## config.mk

```make
export PLATFORM = sky130hd
export DESIGN_NAME = slave_axi_stream
export DESIGN_NICKNAME = d
export VERILOG_FILES = /design/src/rtl/axis_pkg.sv /design/src/rtl/axis_sync_fifo.sv /design/src/rtl/slave_axi_stream.sv
export SDC_FILE = /design/constraint.sdc
export NUM_CORES = 1
export LEC_CHECK = 0
export ABC_AREA = 1
export BUFFER_PORTS_ARGS = -buffer_cell sky130_fd_sc_hd__buf_2
export CORE_AREA = 2 2 155 157
export DETAILED_ROUTE_END_ITERATION = 10
export DIE_AREA = 0 0 157 159
export PLACE_DENSITY = 0.92
export SYNTH_ARGS = -nofsm -noshare
export SYNTH_HDL_FRONTEND = slang
export SYNTH_SLANG_ARGS = --single-unit
```

## constraint.sdc

```tcl
create_clock -name aclk -period 7.43 [get_ports aclk]
set_clock_uncertainty 0.05 [all_clocks]
set_input_delay 0 -clock aclk [delete_from_list [all_inputs] [get_ports aclk]]
set_output_delay 0 -clock aclk [all_outputs]
set_load 0.02 [all_outputs]
```

## src/rtl/axis_pkg.sv

```systemverilog
// axis_pkg: shared beat layout, default sizes and keep-popcount helper for the stream sink
package axis_pkg;
  localparam int N = 4;
  localparam int DEPTH_DEF = 8;
  typedef struct packed {
    logic [8*N-1:0] data;
    logic [N-1:0]   keep;
    logic           last;
    logic           dest;
    logic           user;
  } axis_beat_t;
  function automatic logic [7:0] popcount_keep(input logic [63:0] k);
    logic [7:0] c;
    c = '0;
    for (int i = 0; i < 64; i++) c = c + {7'd0, k[i]};
    return c;
  endfunction
endpackage

```

## src/rtl/axis_sync_fifo.sv

```systemverilog
// axis_sync_fifo: first-word-fall-through FIFO with count-based empty/full and zeroed head when empty
module axis_sync_fifo
  import axis_pkg::*;
#(
  parameter type T = axis_beat_t,
  parameter int DEPTH = DEPTH_DEF,
  localparam int AW = $clog2(DEPTH)
) (
  input  logic        clk,
  input  logic        rst,
  input  logic        push,
  input  T            din,
  input  logic        pop,
  output T            dout,
  output logic        empty,
  output logic [AW:0] count
);
  T mem [DEPTH];
  logic [AW-1:0] wptr, rptr;
  logic do_push, do_pop;
  assign empty = count == '0;
  assign do_push = push && count != (AW+1)'(DEPTH);
  assign do_pop = pop && !empty;
  assign dout = empty ? T'('0) : mem[rptr];
  always_ff @(posedge clk)
    if (do_push) mem[wptr] <= din;
  always_ff @(posedge clk)
    if (rst) begin
      wptr <= '0;
      rptr <= '0;
      count <= '0;
    end else begin
      if (do_push) wptr <= wptr + 1'b1;
      if (do_pop) rptr <= rptr + 1'b1;
      count <= count + (AW+1)'(do_push) - (AW+1)'(do_pop);
    end
endmodule

```

## src/rtl/slave_axi_stream.sv

```systemverilog
// slave_axi_stream: AXI4-Stream sink with sanitising FWFT buffer, packet byte counter and TID check
module slave_axi_stream
  import axis_pkg::*;
#(
  parameter int n = N,
  parameter int DEPTH = DEPTH_DEF,
  parameter int CNT_W = 16
) (
  input  logic             aclk,
  input  logic             areset,
  input  logic             tvalid,
  output logic             tready,
  input  logic [8*n-1:0]   tdata,
  input  logic [n-1:0]     tstrb,
  input  logic [n-1:0]     tkeep,
  input  logic             tlast,
  input  logic             TID,
  input  logic             TDEST,
  input  logic             TUSER,
  input  logic             rd_en,
  output logic [8*n-1:0]   rd_data,
  output logic [n-1:0]     rd_keep,
  output logic             rd_last,
  output logic             rd_dest,
  output logic             rd_user,
  output logic             rd_empty,
  output logic             pkt_active,
  output logic             pkt_done,
  output logic [CNT_W-1:0] pkt_bytes,
  output logic             id_err
);
  localparam int AW = $clog2(DEPTH);
  typedef struct packed {
    logic [8*n-1:0] data;
    logic [n-1:0]   keep;
    logic           last;
    logic           dest;
    logic           user;
  } beat_t;
  typedef enum logic {IDLE, PKT} state_t;
  state_t state;
  beat_t din, dout;
  logic rst_q, tid_q, acc, push, pop;
  logic [AW:0] count, count_nx;
  logic [n-1:0] mask_b;
  logic [8*n-1:0] mask;
  logic [CNT_W-1:0] cnt, sum;
  logic [CNT_W:0] raw;
  assign acc = tvalid && tready;
  assign push = acc && (|tkeep || tlast);
  assign pop = rd_en && !rd_empty;
  assign count_nx = count + (AW+1)'(push) - (AW+1)'(pop);
  assign mask_b = tkeep & tstrb;
  for (genvar i = 0; i < n; i++) begin : g_mask
    assign mask[8*i +: 8] = {8{mask_b[i]}};
  end
  assign din = '{data: tdata & mask, keep: tkeep, last: tlast, dest: TDEST, user: TUSER};
  assign raw = {1'b0, cnt} + (CNT_W+1)'(popcount_keep(64'(tkeep)));
  assign sum = raw[CNT_W] ? '1 : raw[CNT_W-1:0];
  assign {rd_data, rd_keep, rd_last, rd_dest, rd_user} = dout;
  assign pkt_active = state == PKT;
  axis_sync_fifo #(.T(beat_t), .DEPTH(DEPTH)) u_fifo (
    .clk(aclk),
    .rst(areset),
    .push(push),
    .din(din),
    .pop(rd_en),
    .dout(dout),
    .empty(rd_empty),
    .count(count)
  );
  // rst_q holds tready low for one extra edge after reset release
  always_ff @(posedge aclk)
    if (areset) begin
      rst_q <= 1'b1;
      tready <= 1'b0;
      state <= IDLE;
      cnt <= '0;
      tid_q <= 1'b0;
      pkt_done <= 1'b0;
      pkt_bytes <= '0;
      id_err <= 1'b0;
    end else begin
      rst_q <= 1'b0;
      tready <= !rst_q && count_nx < (AW+1)'(DEPTH);
      pkt_done <= acc && tlast;
      id_err <= acc && state == PKT && TID != tid_q;
      if (acc) begin
        state <= tlast ? IDLE : PKT;
        cnt <= tlast ? '0 : sum;
        if (tlast) pkt_bytes <= sum;
        if (state == IDLE) tid_q <= TID;
      end
    end
endmodule

```

# == After elaboration in Yosys (flattened, before gate mapping) ==
# Memories as Yosys holds them, arrays and structs flattened. A register that Yosys moved wholly into a read port is not among the register bits.
# Cells that the tools add are included.
# op_classes
n_addsub,10
magnitude_cmp,1
n_eq_ne,2
mux,9
bitwise,3
n_reduce_logical,15
# ops
cell,n
$mux W39,1
$and A32 B32 Y32,1
$mux W16,2
$add A16 B4 Y17,1
$add A4 B1 Y4,2
$logic_and A1 B1 Y1,8
$sub A4 B1 Y4,2
$add A3 B1 Y3 const B,2
$mux W3,2
$add A3 B1 Y4,1
$and A4 B4 Y4,1
$logic_not A4 Y1,1
$lt A4 B4 Y1 const B,1
$mux W1,4
$ne A4 B4 Y1 const B,1
$reduce_and A2 Y1,2
$reduce_or A4 Y1,1
$add A2 B1 Y3,1
$add A1 B1 Y2,1
$logic_not A1 Y1,2
$logic_or A1 B1 Y1,1
$ne A1 B1 Y1,1
$not A1 Y1,1
# word_totals
regBits,48
ram_bits,312
in_bits,48
n_memories,1
# memory_table
name,words,word_bits,read_ports,rd_clocked_by_memory_dff,write_ports,line_no,source
u_fifo.mem,8,39,1,1,1,axis_sync_fifo.sv:18,T mem [DEPTH];

# == Depth between registers and ports, before layout ==
# Gate-level depths: netlist of run 1.
# depth
ltp_word,7
ltp_mapped,14

# == Hierarchy ==
# A second synthesis of run 1 with hierarchy kept.
# unflattened
hier_cells,1790
area_unflattened_um2,16458.3
# modules_own_cells
mod,instances,cells_per_inst,area_each_um2
axis_sync_fifo,1,1449,14258.7
slave_axi_stream,1,341,2199.6

# == Worst setup path after synthesis of run 1 ==
# OpenSTA, ideal clock, no wires.
# synth_timing
path_type,register to register
from,register tready
to,memory u_fifo.mem[0][0] (netlist name) (enable)
t_arrival_ps,2742
setup_slack_ps,4203
stages_incl_launch_ff,7
n_path_buf,0
period_less_slack_ps,3227
cell_sequence,dfxtp_1 -> nand2_1 -> a31oi_1 -> nand2_1 -> inv_1 -> nand2_1 -> nor2_1
# synth_via
elab_chain_len,5
# synth_rtl
item,line_no,source
start: declaration,slave_axi_stream.sv:12,"output logic tready,"
start signal: assignment,slave_axi_stream.sv:85,tready <= !rst_q && count_nx < (AW+1)'(DEPTH);
$logic_and A1 B1 Y1,slave_axi_stream.sv:49,assign acc = tvalid && tready;
$logic_and A1 B1 Y1,slave_axi_stream.sv:50,assign push = acc && (|tkeep || tlast);
$logic_and A1 B1 Y1,axis_sync_fifo.sv:22,assign do_push = push && count != (AW+1)'(DEPTH);
net u_fifo.do_push,axis_sync_fifo.sv:20,"logic do_push, do_pop;"
$mux W1,axis_sync_fifo.sv:26,if (do_push) mem[wptr] <= din;
$mux W1 (implied by the code),axis_sync_fifo.sv:26,
end: declaration,axis_sync_fifo.sv:18,
# The timed path passes the listed nets, and every way through them passes these cells.

==> results of run 1 <==
## logic make-up after synthesis
| logic type | count (synthesis) | share of synthesized area, % |
|---|---|---|
| AND/OR/NAND/NOR | 448 | 12.0 |
| flip-flops | 363 | 69.9 |
| XOR/XNOR | 6 | 0.354 |
| buffers and inverters | 152 | 4.66 |
| AO/OA/AOI/OAI | 323 | 11.8 |
| adder cells (fa/ha/maj) | 14 | 1.38 |
## repair_timing
action / in CTS / in global routing
hold buffers: 45 / 0
endpoints found under the setup margin: 0 / 0
gates resized for setup: 0 / 0
setup buffers: 0 / 0
hold endpoints to repair: 342 / 0
## final cells by class
cell class / instances / area (um2)
clock buffer: 47 / 985
clock inverter: 17 / 113
fill: 1317 / 6050
inverter: 81 / 312
multi-input combinational: 791 / 3840
sequential: 363 / 10400
tap: 319 / 399
timing repair buffer: 166 / 1090
## synthesized netlist by cell type (all sizes together)
cell / instances / area, um2
edfxtp: 312 / 9370
nor2: 304 / 1160
o21ai: 215 / 1080
nand2: 115 / 447
inv: 81 / 309
dfxtp: 51 / 1020
buf: 42 / 275
a31oi: 40 / 250
o22ai: 39 / 244
clkbuf: 29 / 109
a21oi: 25 / 136
nand3: 19 / 108
ha: 10 / 125
nand4: 5 / 31.3
fa: 4 / 80.1
a22o: 3 / 26.3
xnor2: 3 / 26.3
xor2: 3 / 26.3
nor3: 2 / 10.0
a21o: 1 / 7.51
and3: 1 / 6.26
nand3b: 1 / 7.51
nor4: 1 / 6.26
## worst reg2reg max path, stage by stage (launching register included)
cell and delay [ns]:
dfxtp_1 0.36, nand2_1 0.44, a31oi_1 0.38, nand2_1 0.19
inv_1 0.12, nand2_1 0.26, nor2_4 0.64, buf_4 0.47
## routing by layer
layer  routed length, um  global-route usage [%]  vias to the layer above
li1                    -                       -                     4848
met1               13000                    37.0                     5112
met2               18900                    50.9                      832
met3                3750                    5.28                      119
met4                1330                    12.7                        0
met5                   0                       0                        -
## flip-flops by register name, summed over array words and instances, names as in the netlist, named ones only
register	flops
u_fifo.wptr	3
rst_q	1
pkt_active	1
u_fifo.rptr	3
u_fifo.mem	312
pkt_bytes	16
cnt	16
id_err	1
tready	1
u_fifo.count	4
pkt_done	1
tid_q	1
## how the worst max path moves through the flow
stage	to	slack [ns]
2_1_floorplan	u_fifo.mem[0][0]	4.20
3_3_place_gp	u_fifo.mem[0][25]	4.44
3_5_place_dp	u_fifo.mem[0][25]	4.25
4_1_cts	rd_data[19]	3.85
5_1_grt	rd_data[19]	3.62
6_report	rd_keep[2]	3.75
## power groups by stage
stage          clock network, mW  registers (mW)  logic [mW]
3_5_place_dp                   0            2.36        1.46
5_1_grt                     1.80            2.33        1.68
3_3_place_gp                   0            2.36        1.40
2_1_floorplan                  0            2.33        1.07
6_report                    1.71            2.32        1.56
4_1_cts                     1.71            2.32        1.52
## metrics by stage
| step | hold slack, ns | cell area (um2) | setup slack (ns) |
|---|---|---|---|
| global route | 0.155 | 17100 | 3.62 |
| global placement | 0.229 | 15600 | 4.44 |
| CTS | 0.113 | 17100 | 3.85 |
| floorplan | -0.0223 | 14900 | 4.20 |
| detailed placement | 0.225 | 15600 | 4.25 |
| finish | 0.132 | 17100 | 3.75 |
==> flow_metrics.tcl, run 1 <==
set metrics [dict create \
    first_pass_iters 5 \
    clock_sinks 363 \
    rsz0062_at_grt "no" \
    cp_max_fo 106 \
    drc_errors 0 \
    fmax_mhz 272 \
    design.core.area_um2 23200 \
    mostFrequentLayoutCells "edfxtp_1 (312), nor2_1 (291), o21ai_0 (154), nand2_1 (111), buf_2 (107)" \
    r2r-start "tready" \
    period_minus_slack_ns 3.68 \
    grt_pass1_wl_um 57300 \
    grt_max_degree 107 \
    hold_path.startpoint "tstrb[2]" \
    die_h_um 159 \
    internal_power_mw 3.71 \
    grt_usage_pct 29.6 \
    p_per_area_nw_per_um2 326 \
    critPathLaunchType "flip-flop" \
    worst_setup_path_end_kind "output port" \
    crit_family "buffers and inverters" \
    utilization_pct 73.9 \
    r2r-end "u_fifo.mem[0][15]" \
    hold_end "u_fifo.mem[1][25]" \
    synth_cells 1306 \
    p_comb_share_pct 27.9 \
    final_cells 1784 \
    vias 10900 \
    dieArea_um2 25000 \
    initial_core_util_pct 64.1 \
    clkTransAtPathRegs_ns 0.06 \
    finalSetupViolations 0 \
    ys_ff_latch 363 \
    antenna_found_initial 0 \
    via_per_inst 6.12 \
    final_nets 1501 \
    vdd_drop_max_mv 0.170 \
    hold_path.class "in -> reg" \
    io_buffers 107 \
    wirelength_um 36900 \
    cts_tree "built" \
    worst_pin_slew_ns 1.13 \
    clk_path_buf_depth 3 \
    required_ns 7.38 \
    gp_congestion 0.867 \
    whs_path_depth 3 \
    synth-seq-area-share_pct 69.9 \
    crit_slowest_cell "buf_4" \
    grt_pass1_vias 11000 \
    p_sw_mw 1.89 \
    final_common_cell "edfxtp_1" \
    cts-root-buf "clkbuf_16" \
    power.share.clock_pct 30.6 \
    cp_data_arrival_time_ns 3.63 \
    syn_area_um2 14900 \
    die_x_um 157 \
    reg2reg_slack_ns 4.18 \
    post-route-period-util_pct 49.6 \
    dp.cells 1675 \
    area.growth.synth_to_final_pct 15.3 \
    drtIter0Drc 1624 \
    n_antenna_cell 0 \
    dp_hpwl_um 19500 \
    crit_type "reg -> out" \
    drtAntennaViolNets 0 \
    worstPathCellList "inv_4 > buf_4 > o21ai_0 > o22ai_1 > o21ai_1 > a31oi_1 > buf_2" \
    status "finished clean" \
    p_leak_nw 6.30 \
    syn-mean-instance-area_um2 11.4 \
    cp_num_buf_inv 3 \
    syn_nets 1368 \
    rows 56 \
    max-slew-margin-rel_pct 24.5 \
    clk_latency_ns 0.52 \
    rr_worst_depth 7 \
    path_depth 7 \
    yosys_warnings 0 \
    swShare_pct 33.7 \
    drt-wirelength-per-cell_um 20.7 \
    cts_buffers 36 \
    yosysUniqueCellTypes 36 \
    max_stage_delay_ns 0.86 \
    htreeDepth 2 \
    max_cap_violations 0 \
    hold_violations 0 \
    fin_tns_setup_ns 0 \
    ios 108 \
    layout-drive-gt1-share_pct 13.7 \
    power_frac_seq_pct 41.5 \
    drv_slew 0 \
    overflow 0 \
    total_power_mw 5.59 \
]
(Power assumes the default switching activity.)
==> run 2: changes to the inputs <==
--- a/config.mk
+++ b/config.mk
@@ -5,12 +5,12 @@
 export SDC_FILE = /design/constraint.sdc
 export NUM_CORES = 1
 export LEC_CHECK = 0
-export ABC_AREA = 1
+export ABC_AREA = 0
 export BUFFER_PORTS_ARGS = -buffer_cell sky130_fd_sc_hd__buf_2
-export CORE_AREA = 2 2 155 157
+export CORE_AREA = 2 2 167 169
 export DETAILED_ROUTE_END_ITERATION = 10
-export DIE_AREA = 0 0 157 159
-export PLACE_DENSITY = 0.92
+export DIE_AREA = 0 0 169 171
+export PLACE_DENSITY = 0.83
 export SYNTH_ARGS = -nofsm -noshare
 export SYNTH_HDL_FRONTEND = slang
 export SYNTH_SLANG_ARGS = --single-unit
==> constraint.sdc (replaced) <==
create_clock -name aclk -period 3.1 [get_ports aclk]
set_clock_uncertainty 0.05 [all_clocks]
set_input_delay 0 -clock aclk [delete_from_list [all_inputs] [get_ports aclk]]
set_output_delay 0 -clock aclk [all_outputs]
set_load 0.02 [all_outputs]
==> run 2 against run 1 <==
  * Flip-flop and latch count is the same
  * Combinational power grew 100%
  * Sequential share of layout area decreased by 0.36 points
  * Via count fell by 25%
  * Non-clock buffer count up 15
  * Critical path type is now in -> reg
  * Critical endpoint is now cnt[12]
  * Largest power group unchanged
  * Highest routed layer is now met5
==> flow_metrics.tcl, run 2 <==
set metrics [dict create \
    grt_pass1_wl_um 48200 \
    syn_nets 877 \
    finalSetupViolations 0 \
    final_nets 1057 \
    crit_slowest_cell "dlygate4sd3_1" \
    crit_type "in -> reg" \
    overflow 0 \
    synthArstFlopShare_pct 0 \
    synth_ff_type "edfxtp_1" \
    clkTransAtPathRegs_ns 0.06 \
    initial_core_util_pct 52.9 \
    antenna_found_initial 1 \
    synth-seq-area-share_pct 71.9 \
    drtAntennaViolNets 0 \
    top_regs "u_fifo.mem (312), cnt (16), pkt_bytes (16)" \
    syn-mean-instance-area_um2 17.7 \
    dpl_cell_area_um2 15700 \
    reg2reg_slack_ns 0.53 \
    wirelength_um 31900 \
    crit_family "adder cells" \
    critPathLaunchType "primary input" \
    design.core.area_um2 27300 \
    first_pass_iters 5 \
    max_cap_violations 0 \
    synth_area_leader_cell "edfxtp_1" \
    fmax_mhz 344 \
    synth_cells 815 \
    grt_max_degree 41 \
    utilization_pct 63.1 \
    worst_setup_path_end_kind "flip-flop" \
    max_stage_delay_ns 0.57 \
    hold_path.startpoint "tdata[25]" \
    ys_ff_latch 363 \
    ys_top_cells_by_count "edfxtp_1 (312), mux4_2 (78), nor2_1 (72)" \
    rr_worst_depth 12 \
    whs_ns 0.00546 \
    dp_hpwl_um 18200 \
    syn_area_um2 14500 \
    grt_pass1_vias 8309 \
    status "finished clean" \
    cp_max_fo 8 \
    p_leak_nw 6.00 \
    cts_tree "built" \
    hold_violations 0 \
    hold_path.class "in -> reg" \
    die_h_um 171 \
    drt-wirelength-per-cell_um 23.3 \
    cp_data_arrival_time_ns 3.24 \
    period_minus_slack_ns 2.91 \
    whs_path_depth 2 \
    cp_num_buf_inv 4 \
    clk_latency_ns 0.51 \
    htreeDepth 2 \
    vdd_drop_max_mv 0.435 \
    max-slew-margin-rel_pct 37.1 \
    r2r-start "u_fifo.count[2]" \
    drtIter0Drc 860 \
    clock_sinks 363 \
    n_antenna_cell 0 \
    yosysMostFrequentCell "edfxtp_1" \
    dp.cells 1262 \
    yosysTopAreaCellShare_pct 64.8 \
    synth_edf_count 312 \
    p_per_area_nw_per_um2 759 \
    final_cells 1367 \
    rsz0062_at_grt "no" \
    worstPathCellList "dlygate4sd3_1 > buf_2 > fa_1 > inv_1 > fa_1 > inv_1 > fa_1 > and4_1 > and2_1 > and3_1 > and4_1 > nor3_1" \
    ios 108 \
    area.growth.synth_to_final_pct 19.4 \
    grt_usage_pct 22.3 \
    cpMostUsedCell "fa_1" \
    r2r-end "tready" \
    post-route-period-util_pct 93.8 \
    required_ns 3.43 \
    dieArea_um2 28900 \
    vias 8231 \
    regMostFlops "u_fifo.mem" \
    final_common_cell "edfxtp_1" \
    hold_end "u_fifo.mem[5][32]" \
    cts_buffers 36 \
    mostFrequentLayoutCells "edfxtp_1 (312), buf_2 (107), mux4_2 (78), nor2_1 (66), dfxtp_1 (48)" \
    drc_errors 0 \
    yosys_warnings 0 \
    synth_area_leaders "edfxtp_1 (65%), mux4_2 (12%), dfxtp_1 (7.1%), mux2i_1 (3.0%), nor2_1 (1.9%)" \
    rows 61 \
    gp_congestion 0.869 \
    final_cell_area_um2 17200 \
    io_buffers 107 \
    layout-drive-gt1-share_pct 28.1 \
    clk_path_buf_depth 3 \
    largest_reg_flops 312 \
    worst_pin_slew_ns 0.939 \
    total_power_mw 13.1 \
    yosysUniqueCellTypes 45 \
    drv_slew 0 \
    cts-root-buf "clkbuf_16" \
    via_per_inst 6.02 \
    die_x_um 169 \
]
[run 2: where the power goes]
group	total, mW	switching (mW)	leakage, nW	internal, mW
sequential	5.63	0.185	3.27	5.45
clock	4.27	1.76	0.572	2.50
combinational	3.19	1.82	2.15	1.37
total	13.1	3.77	6.00	9.33
[run 2: stage by stage]
step | worst slack, ns | setup TNS (ns)
after floorplan | -0.327 | -90.38
after global placement | 0.378 | 0
after detailed placement | 0.285 | 0
after CTS | 0.219 | 0
after global routing | 0.0594 | 0
final | 0.192 | 0
[run 2: layer usage]
layer | part of all wire [%] | vias up | wire length (um) | GRT usage (%)
met5 | 0.041 | - | 13 | 0
met4 | 2.3 | 2 | 738 | 6.43
met3 | 7.6 | 65 | 2430 | 3.79
met2 | 52 | 397 | 16400 | 39.3
met1 | 38 | 4182 | 12200 | 28.8
li1 | - | 3585 | - | -
[run 2: kinds of logic (layout without fill, tap and decap cells)]
family                     Yosys count  count (layout)  share of synthesized area (%)
DFF                                363             363                           71.9
muxes                              122             122                           15.2
AOI/OAI and AO/OA                   64              64                           2.81
adders and majority gates           14              14                           1.42
and+or+nand+nor                    185             185                           6.35
xor gates and xnor gates            13              13                          0.788
buffers and inverters               54             260                           1.53
[run 2: area by class of cell]
type | instances | area [um2]
clock inverters | 18 | 179
multi-input cells | 398 | 3920
well taps | 346 | 433
repair buffers | 181 | 1280
inverters | 15 | 56.3
clock buffers | 46 | 981
fillers | 1822 | 10100
flip-flops and latches | 363 | 10400
[run 2: worst max path at each step]
stage | startpoint | endpoint | slack [ns] | cells past startpoint
6_report | tkeep[1] | cnt[12] | 0.19 | 12
5_1_grt | tkeep[1] | cnt[12] | 0.06 | 12
4_1_cts | tkeep[1] | cnt[7] | 0.22 | 12
3_5_place_dp | tkeep[0] | cnt[7] | 0.28 | 11
3_3_place_gp | tkeep[0] | cnt[12] | 0.38 | 11
2_1_floorplan | tready | u_fifo.mem[2][0] | -0.33 | 4
[run 2: repair_timing]
action                                  in CTS  in global routing
gates resized for setup                      0                  1
endpoints found under the hold margin      283                  0
endpoints found under the setup margin       0                  1
hold buffers                                41                  0
setup buffers                                0                  0
==> run 3: changes to the inputs <==
--- a/config.mk
+++ b/config.mk
@@ -7,9 +7,9 @@
 export LEC_CHECK = 0
 export ABC_AREA = 0
 export BUFFER_PORTS_ARGS = -buffer_cell sky130_fd_sc_hd__buf_2
-export CORE_AREA = 2 2 167 169
+export CORE_AREA = 2 2 142 199
 export DETAILED_ROUTE_END_ITERATION = 10
-export DIE_AREA = 0 0 169 171
+export DIE_AREA = 0 0 144 201
 export PLACE_DENSITY = 0.83
 export SYNTH_ARGS = -nofsm -noshare
 export SYNTH_HDL_FRONTEND = slang
==> run 3 against run 2 <==
  * Cell count rose by 1.2%
  * Worst setup slack gained 0.052 ns
  * Design area fell by 0.43%
  * Sequential share of layout area increased by 0.26 points
  * Sequential power about the same
  * Critical path depth stayed put
  * Global-route usage is 0.83 points higher
  * Via count decreased by 0.29%
  * Largest cell class unchanged
==> flow_metrics.tcl, run 3 (synthesis gave the netlist of run 2 again) <==
set metrics [dict create \
    overflow 0 \
    multiInputGateArea_um2 3910 \
    cp_data_arrival_time_ns 3.20 \
    cts-root-buf "clkbuf_16" \
    crit_start "tkeep[1]" \
    final_common_cell "edfxtp_1" \
    period_minus_slack_ns 2.86 \
    worst_pin_slew_ns 1.05 \
    path_depth 12 \
    cpMostUsedCell "fa_1" \
    rr_worst_depth 12 \
    clk_latency_ns 0.52 \
    fmax_mhz 350 \
    initial_core_util_pct 52.9 \
    status "finished clean" \
    grt_pass1_vias 8650 \
    wirelength_um 32300 \
    crit_slowest_cell "dlygate4sd3_1" \
    area.growth.synth_to_final_pct 18.8 \
    crit_family "simple AND/OR/NAND/NOR gates" \
    grt_pass1_wl_um 50000 \
    post-route-period-util_pct 92.1 \
    required_ns 3.45 \
    endpoint "cnt[12]" \
    vias 8207 \
    nFillCells 1831 \
    vdd_drop_max_mv 0.530 \
    antenna_found_initial 0 \
    dp_hpwl_um 18100 \
    first_pass_iters 5 \
    clk_path_buf_depth 3 \
    grt_max_degree 41 \
    cts_buffers 34 \
    n_antenna_cell 0 \
    largest_reg_flops 312 \
    drv_slew 0 \
    drc_errors 0 \
    crit_type "in -> reg" \
    io_buffers 107 \
    max_stage_delay_ns 0.54 \
    rsz0062_at_grt "no" \
    rows 72 \
    drtAntennaViolNets 0 \
    finalSetupViolations 0 \
    gp_congestion 0.930 \
    drtIter0Drc 698 \
    regMostFlops "u_fifo.mem" \
    seq_area_um2 10400 \
    max-slew-margin-rel_pct 30.0 \
    dieArea_um2 28900 \
    worst_setup_path_end_kind "flip-flop" \
    die_x_um 144 \
    whs_ns 0.0143 \
    critPathLaunchType "primary input" \
    final_nets 1051 \
    design.core.area_um2 27300 \
    htreeDepth 2 \
    hold_violations 0 \
    cp_max_fo 8 \
    reg2reg_slack_ns 0.53 \
    cts_setup_buffers 0 \
    die_h_um 201 \
    clock_sinks 363 \
    p_per_area_nw_per_um2 742 \
    r2r-end "tready" \
    drt-wirelength-per-cell_um 23.3 \
    cts_tree "built" \
    cp_num_buf_inv 4 \
    max_cap_violations 0 \
    utilization_pct 62.9 \
    ios 108 \
    r2r-start "u_fifo.count[2]" \
    worstPathCellList "dlygate4sd3_1 > buf_2 > fa_1 > inv_1 > fa_1 > inv_1 > fa_1 > and4_1 > and2_1 > and3_1 > and4_1 > nor3_1" \
    layout-drive-gt1-share_pct 27.4 \
    via_per_inst 5.93 \
    grt_usage_pct 23.1 \
    clkTransAtPathRegs_ns 0.06 \
    top_regs "u_fifo.mem (312), cnt (16), pkt_bytes (16)" \
    hold_path.class "in -> reg" \
    mostFrequentLayoutCells "edfxtp_1 (312), buf_2 (107), mux4_2 (78), nor2_1 (66), dfxtp_1 (48)" \
    p_leak_nw 5.92 \
]
==> run 3: how the worst min path moves through the flow <==
stage,start,to,slack (ns),cells after the start
floorplan,areset,rst_q,-0.02,0
global placement,TID,tid_q,0.21,3
detailed placement,TDEST,u_fifo.mem[1][1],0.22,1
CTS,tstrb[3],u_fifo.mem[6][35],0.002,2
global route,tdata[30],u_fifo.mem[5][37],0.01,2
finish,tdata[29],u_fifo.mem[5][36],0.01,2
==> run 3: where the power goes <==
| group | internal (mW) | leakage [nW] | switching [mW] |
|---|---|---|---|
| Clock | 2.18 | 0.512 | 1.74 |
| Sequential | 5.45 | 3.27 | 0.165 |
| Combinational | 1.38 | 2.14 | 1.84 |
| Total | 9.01 | 5.92 | 3.74 |
==> run 3: metal layers <==
layer  wire length (um)  global-route usage [%]
met5                  0                       0
met4                912                    8.26
met3               2160                    3.70
met2              17200                    40.6
met1              12000                    29.0
==> run 3: what timing repair did <==
item                                   CTS  global route
endpoints found under the hold margin  292             0
hold buffers                            42             0
resized for setup                        0             0
==> run 3: stage by stage <==
| stage | TNS (ns) | instances | power [mW] | area (um2) | setup WS [ns] |
|---|---|---|---|---|---|
| 5_1_grt | 0 | 1383 | 13.3 | 17200 | 0.0180 |
| 2_1_floorplan | -90.38 | 815 | 7.90 | 14500 | -0.327 |
| 3_5_place_dp | 0 | 1281 | 8.89 | 15700 | 0.297 |
| 4_1_cts | 0 | 1383 | 12.8 | 17200 | 0.291 |
| 6_report | 0 | 1383 | 12.8 | 17200 | 0.244 |
| 3_3_place_gp | 0 | 1281 | 8.82 | 15700 | 0.382 |
==> run 3: area by class of cell <==
class	count	share of cell area, %
multi-input cells	398	22.8
well taps	370	2.70
repair buffers	177	7.59
inverters	15	0.328
clock inverters	15	0.481
clock buffers	45	5.57
flip-flops and latches	363	60.5
